### src/rtl/ahb_pkg.sv
// AHB-Lite encodings and initiator FSM states shared by AHB initiators and responders.
// Constants only: no logic, no latency, no flow control.
package ahb_pkg;

   localparam logic [1:0] HTRANS_IDLE   = 2'b00;
   localparam logic [1:0] HTRANS_BUSY   = 2'b01;
   localparam logic [1:0] HTRANS_NONSEQ = 2'b10;
   localparam logic [1:0] HTRANS_SEQ    = 2'b11;

   localparam logic [2:0] HBURST_SINGLE = 3'b000;
   localparam logic [2:0] HBURST_INCR   = 3'b001;

   localparam logic [2:0] HSIZE_BYTE    = 3'b000;
   localparam logic [2:0] HSIZE_HALF    = 3'b001;
   localparam logic [2:0] HSIZE_WORD    = 3'b010;

   localparam logic       HRESP_OKAY    = 1'b0;
   localparam logic       HRESP_ERROR   = 1'b1;

   typedef enum logic [1:0] {
      ST_IDLE = 2'd0,
      ST_ADDR = 2'd1,
      ST_LAST = 2'd2,
      ST_ERR  = 2'd3
   } ahb_state_t;

endpackage

### src/rtl/ahb_lite_master.sv
// AHB-Lite initiator: one command becomes SINGLE/INCR beats; done 3 cycles after accept for a single beat.
// hready low freezes every output and stalls pops; commands are only taken while idle.
module ahb_lite_master
   import ahb_pkg::*;
#(
   parameter int MAX_LEN_W = 8
) (
   input  logic                 hclk,
   input  logic                 hreset_n,
   input  logic                 cmd_valid,
   output logic                 cmd_ready,
   input  logic                 cmd_write,
   input  logic [31:0]          cmd_addr,
   input  logic [MAX_LEN_W-1:0] cmd_len,
   input  logic [2:0]           cmd_size,
   input  logic [31:0]          wr_data,
   output logic                 wr_pop,
   output logic [31:0]          rd_data,
   output logic                 rd_valid,
   output logic                 done,
   output logic                 err,
   output logic [1:0]           htrans,
   output logic [2:0]           hburst,
   output logic [2:0]           hsize,
   output logic                 hwrite,
   output logic [31:0]          haddr,
   output logic [31:0]          hwdata,
   input  logic                 hready,
   input  logic [31:0]          hrdata,
   input  logic                 hresp
);

   ahb_state_t           r_state;
   logic [MAX_LEN_W-1:0] r_cnt;
   logic                 r_dphase;
   logic [1:0]           r_htrans;
   logic [2:0]           r_hburst;
   logic [2:0]           r_hsize;
   logic                 r_hwrite;
   logic [31:0]          r_haddr;
   logic [31:0]          r_hwdata;
   logic [31:0]          r_rd_data;
   logic                 r_rd_valid;
   logic                 r_done;
   logic                 r_err;

   logic                 w_accept;
   logic                 w_first_err;
   logic                 w_bnd;
   logic [31:0]          w_next;

   // Next beat address; MSB flags a 1 KB crossing, which must restart as NONSEQ.
   function automatic logic [32:0] next_beat(input logic [31:0] addr, input logic [2:0] size);
      logic [31:0] n;
      n = addr + (32'd1 << size);
      return {(n[9:0] == 10'd0), n};
   endfunction

   assign w_accept    = (r_state == ST_ADDR) && hready;
   assign w_first_err = r_dphase && (hresp == HRESP_ERROR) && !hready;
   assign {w_bnd, w_next} = next_beat(r_haddr, r_hsize);

   always_ff @(posedge hclk or negedge hreset_n) begin
      if (!hreset_n) begin
         r_state    <= ST_IDLE;
         r_cnt      <= '0;
         r_dphase   <= 1'b0;
         r_htrans   <= HTRANS_IDLE;
         r_hburst   <= HBURST_SINGLE;
         r_hsize    <= HSIZE_BYTE;
         r_hwrite   <= 1'b0;
         r_haddr    <= 32'h0;
         r_hwdata   <= 32'h0;
         r_rd_data  <= 32'h0;
         r_rd_valid <= 1'b0;
         r_done     <= 1'b0;
         r_err      <= 1'b0;
      end else begin
         r_done     <= 1'b0;
         r_err      <= 1'b0;
         r_rd_valid <= 1'b0;

         if (r_dphase && hready && (hresp == HRESP_OKAY) && !r_hwrite) begin
            r_rd_valid <= 1'b1;
            r_rd_data  <= hrdata;
         end
         if (w_accept) begin
            r_dphase <= 1'b1;
         end else if (hready) begin
            r_dphase <= 1'b0;
         end
         if (w_accept && r_hwrite) begin
            r_hwdata <= wr_data;
         end

         case (r_state)
            ST_IDLE: begin
               if (cmd_valid) begin
                  if (cmd_size > HSIZE_WORD) begin
                     r_done <= 1'b1;
                     r_err  <= 1'b1;
                  end else begin
                     r_haddr  <= cmd_addr;
                     r_hsize  <= cmd_size;
                     r_hwrite <= cmd_write;
                     r_hburst <= (cmd_len == '0) ? HBURST_SINGLE : HBURST_INCR;
                     r_htrans <= HTRANS_NONSEQ;
                     r_cnt    <= cmd_len;
                     r_state  <= ST_ADDR;
                  end
               end
            end
            ST_ADDR: begin
               if (w_first_err) begin
                  r_htrans <= HTRANS_IDLE;
                  r_state  <= ST_ERR;
               end else if (w_accept) begin
                  if (r_cnt == '0) begin
                     r_htrans <= HTRANS_IDLE;
                     r_state  <= ST_LAST;
                  end else begin
                     r_haddr  <= w_next;
                     r_htrans <= w_bnd ? HTRANS_NONSEQ : HTRANS_SEQ;
                     r_cnt    <= r_cnt - 1'b1;
                  end
               end
            end
            ST_LAST: begin
               if (w_first_err) begin
                  r_state <= ST_ERR;
               end else if (hready) begin
                  r_done  <= 1'b1;
                  r_state <= ST_IDLE;
               end
            end
            ST_ERR: begin
               if (hready) begin
                  r_done  <= 1'b1;
                  r_err   <= 1'b1;
                  r_state <= ST_IDLE;
               end
            end
            default: r_state <= ST_IDLE;
         endcase
      end
   end

   assign cmd_ready = (r_state == ST_IDLE);
   assign wr_pop    = w_accept && r_hwrite;
   assign rd_data   = r_rd_data;
   assign rd_valid  = r_rd_valid;
   assign done      = r_done;
   assign err       = r_err;
   assign htrans    = r_htrans;
   assign hburst    = r_hburst;
   assign hsize     = r_hsize;
   assign hwrite    = r_hwrite;
   assign haddr     = r_haddr;
   assign hwdata    = r_hwdata;

endmodule

### config.mk
export PLATFORM = sky130hd
export DESIGN_NAME = ahb_lite_master
export DESIGN_NICKNAME = d
export VERILOG_FILES = /design/src/rtl/ahb_pkg.sv /design/src/rtl/ahb_lite_master.sv
export SDC_FILE = /design/constraint.sdc
export NUM_CORES = 1
export LEC_CHECK = 0
export CORE_MARGIN = 3
export CORE_UTILIZATION = 45
export CTS_CLUSTER_DIAMETER = 40
export DETAILED_ROUTE_END_ITERATION = 8
export PLACE_DENSITY = 0.86
export SYNTH_ARGS = -nofsm -noshare
export SYNTH_HDL_FRONTEND = slang
export SYNTH_SLANG_ARGS = --single-unit
### constraint.sdc
create_clock -name hclk -period 3 [get_ports hclk]
set_clock_uncertainty 0.1 [all_clocks]
set_input_delay 0.6 -clock hclk [delete_from_list [all_inputs] [get_ports hclk]]
set_output_delay 0.6 -clock hclk [all_outputs]
set_load 0.01 [all_outputs]
After elaboration in Yosys (flattened, before gate mapping) --
Index checks and enable logic that the tools add are counted.
Storage, ports and cells: bits in registers 119, bits of input ports 113, logic and storage cells 85
Operators by class: add/subtract/negate cells 2, magnitude comparators 1, equality and inequality tests 10, shift-type cells 1, multiplexer cells 37, bitwise gates (word level) 2, reduce and logical (&&, ||, !) cells 19
Operator list (count):
- 2-to-1 mux 32 bit | 5
- case mux 32 bit (2 select lines) | 1
- 2-to-1 mux 8 bit | 5
- adder 32 bit | 1
- << shifter 1 x 3 -> 32 bit, first input constant | 1
- 2-to-1 mux 2 bit | 12
- logical NOT 8 bit | 2
- case mux 8 bit (2 select lines) | 1
- logical NOT 10 bit | 1
- != test 2 bit, second input constant | 5
- 2-to-1 mux 1 bit | 9
- case mux 2 bit (4 select lines) | 1
- AND reduction 4 bit | 2
- subtractor 8 x 1 -> 8 bit, second input constant | 1
- logical AND 1 bit | 7
- AND reduction 6 bit | 1
- == test 2 bit, second input constant | 2
- case mux 2 bit (2 select lines) | 1
- nonzero test 2 bit | 2
- greater-than comparator 3 x 2 -> 1 bit, second input constant | 1
- != test 3 x 2 -> 1 bit, second input constant | 1
- != test 3 bit, second input constant | 1
- case mux 1 bit (3 select lines) | 1
- AND reduction 3 bit | 1
- other kinds (5) | 7

Logic depth before layout (Yosys ltp) --
depth after elaboration 8, mapped depth 11, gate-level depth less buffers 9

Worst setup path before layout --
OpenSTA, ideal clock, no wires.
path kind register to register, start point reg r_hsize[0], in the netlist hsize[0], end point reg r_htrans[0], in the netlist htrans[0], arrival 2437 ps, path slack 328 ps, cell stages (with the launch flop) 10, buffers on the path 0, cell sequence dfrtp_1 > nor3_1 > ha_1 > fa_1 > a21o_1 > a21oi_1 > mux2_2 > a2111oi_0 > and3_1 > a32oi_1
On the way: word-level cells in the longest chain between the ends 8
RTL lines:
- start, declared | line ahb_lite_master.sv:38 | logic [2:0] r_hsize;
- start signal, assigned | line ahb_lite_master.sv:104 | r_hsize <= cmd_size;
- << shifter 1 x 3 -> 32 bit | line ahb_lite_master.sv:55 | n = addr + (32'd1 << size);
- adder 32 bit | line ahb_lite_master.sv:55
- logical NOT 10 bit | line ahb_lite_master.sv:56 | return {(n[9:0] == 10'd0), n};
- 2-to-1 mux 1 bit | line ahb_lite_master.sv:123 | r_htrans <= w_bnd ? HTRANS_NONSEQ : HTRANS_SEQ;
- 2-to-1 mux 2 bit | line ahb_lite_master.sv:118 | if (r_cnt == '0) begin
- 2-to-1 mux 2 bit | line ahb_lite_master.sv:117 | end else if (w_accept) begin
- 2-to-1 mux 2 bit | line ahb_lite_master.sv:114 | if (w_first_err) begin
- case mux 2 bit (2 select lines) | line ahb_lite_master.sv:96 | case (r_state)
- end signal, assigned | line ahb_lite_master.sv:123
- end, declared | line ahb_lite_master.sv:36 | logic [1:0] r_htrans;
No other way between the ends. The select of a mux whose other input is x is not followed. A chain may end at the register's enable or synchronous reset.

Worst setup path in the final report --
start point reg r_hsize[1], in the netlist hsize[1], end point reg r_htrans[0], in the netlist htrans[0]
The elaborated chain is that of the path after synthesis.

==> qor.yml <==
numCtsBuffers: 17
die_w_microns: 121
power.density_cell_area_nw_per_um2: 1070
cts.clk_slew.worst_paths_ns: 0.05
leakage_nw: 3.68
place_congestion: 0.942
drt-total-wl_mm: 17.9
postCtsSetupRepairBufs: 0
post_drt_via_cell_ratio: 5.57
grt_max_degree: 71
grt_overflow: 0
clkLatencyLatePin_ns: 0.41
finalCriticalPeriod_ns: 2.84
start_util_pct: 46.5
avgRoutedWirePerCell_microns: 18.7
max_freq_mhz: 352
first_global_vias: 5497
antenna_found_initial: 0
core_sq_um: 12800
whs_ns: 0.241
hp-class: "in2async"
netlist_instances: 542
ys_ff_latch: 117
fin_crit_sh_pct: 94.7
postCtsHoldBufs: 0
maxSlewHeadroom_pct: 37.8
drive_gt1_share_pct: 17.6
firstDrtPassIters: 5
nets: 899
avgSynthCellArea_sq_um: 11.0
route.detailed.drc: 0
place.port_buffers: 220
worst_pin_slew_ns: 0.933
htreeDepth: 4
root_buffer: "clkbuf_16"
status: "finished clean"
synthToLayoutAreaGrowth_pct: 50.7
grtUsageTotal_pct: 24.9
clock-sinks: 117
endpoint_kind: "flip-flop"
setup_tns_ns: 0
ys.flop_type: "dfrtp_1"
pin_count: 223
setup_violations: 0
grt_pass1_wl_mm: 28.3
die_area_sq_um: 14600
maxSlewViolCount: 0
final_common_cell: "clkdlybuf4s50_1"
yosys_warnings: 0
placementRows: 41
ctsLongestPathBuffers: 2
power_w: 0.00955
num_antenna_cells: 0
max_cap_viol_count: 0
critPathMaxFanout: 10
yosysUniqueCellTypes: 63
async_flop_share_pct: 100
arrival_ns: 3.01
hold_viol: 0
worstSetupPathType: "reg2reg"
syn_area_sq_um: 5940
rr_worst_depth: 9
ir_drop_mv: 0.601
cts_tree: "yes"
place.detailed.hpwl_mm: 13.1
synth_edf_count: 0
start_kind: "flip-flop"
yosysSeqAreaShare_pct: 49.3
ant_nets: 0
final_cell_mix: "clkdlybuf4s50_1 (219), dfrtp_1 (114), mux2_2 (71)"
initialDrtViolationCount: 483
die_height_microns: 121
vias: 5322
cp_data_required_time_ns: 3.17
[registers in the layout, indices dropped and copies added, names as in the netlist]
register	count
err	1
rd_valid	1
htrans	2
done	1
r_cnt	8
hburst	1
r_dphase	1
r_state	2
hsize	3
rd_data	32
hwdata	32
hwrite	1
haddr	32
[cells by family (layout without fill, tap and decap cells)]
family,Yosys count,count (layout),synth area share (%)
xor+xnor,6,6,0.885
buf+inv,39,280,3.29
compound gates,132,132,14.1
fa+ha+maj,15,15,3.29
flops,117,117,49.3
simple gates,145,145,12.9
mux,87,87,16.2
other cells,1,2,0.0632
[per-stage QoR]
step	worst slack [ns]	cell area, sq um	utilization (%)	std cells
global placement	0.219	8360	65.4	924
floorplan	0.328	5940	-	543
CTS	0.0576	8930	69.9	956
global route	-0.0145	8940	70.0	956
detailed placement	0.140	8360	65.4	924
finish	0.159	8940	70.0	956
[synth_stat cells (8+ instances only)]
library cell / number / area [sq um]
nor3_1: 14 / 70.1
dfrtp_1: 117 / 2930
inv_1: 8 / 30.0
o22ai_1: 18 / 113
o21ai_0: 28 / 140
mux2i_1: 16 / 160
mux2_2: 71 / 800
nor2_1: 27 / 101
buf_2: 12 / 60.1
nor4_1: 11 / 68.8
nand3_1: 18 / 90.1
a22oi_1: 9 / 67.6
a21oi_1: 33 / 165
nand2_1: 40 / 150
ha_1: 14 / 175
clkbuf_1: 10 / 37.5
[final timing paths]
kind / to / slack [ns] / start
setup / recovery: htrans[0] / 0.16 / hsize[1]
hold / removal: haddr[7] / 0.24 / hreset_n
setup reg to reg: htrans[0] / 0.16 / hsize[1]
hold reg to reg: htrans[1] / 0.37 / htrans[1]
max in group asynchronous: hwdata[30] / 1.76 / hreset_n
min in group hclk: htrans[1] / 0.37 / htrans[1]
[critical path: stages, from the launching register on]
cell,delay [ns]
dfrtp_2,0.44
nor3_1,0.08
ha_1,0.22
fa_1,0.43
a21o_1,0.18
a21oi_1,0.24
mux2_2,0.37
a2111oi_1,0.33
and3_1,0.21
a32oi_1,0.11
[where the power goes]
group          leakage, nW  total [W]  switching (W)  internal, W
Combinational         2.01    0.00447        0.00201      0.00246
Clock                0.268    0.00198       0.000738      0.00124
Sequential            1.41    0.00309       0.000739      0.00235
Total                 3.68    0.00955        0.00349      0.00606
[timing repair]
| action | 4_1_cts | 5_1_grt |
|---|---|---|
| resized for setup | 0 | 6 |
| setup endpoints to repair | 0 | 16 |
| endpoints found under the hold margin | 0 | 0 |
[layout make-up]
type,instances,area [sq um]
clock buffers,20,447
clock inverters,12,130
fillers,908,3830
inverters,9,33.8
multi-input cells,387,2830
flip-flops and latches,117,2930
well taps,172,215
repair buffers,239,2350
[routing by layer]
metal,track usage [%],vias to the layer above,part of all wire [%]
met1,28.4,2573,38
met2,42.0,247,50
li1,-,2470,-
met5,0,-,0
met4,8.36,0,1.5
met3,10.4,32,10
Power figures use the tool's default switching activity.
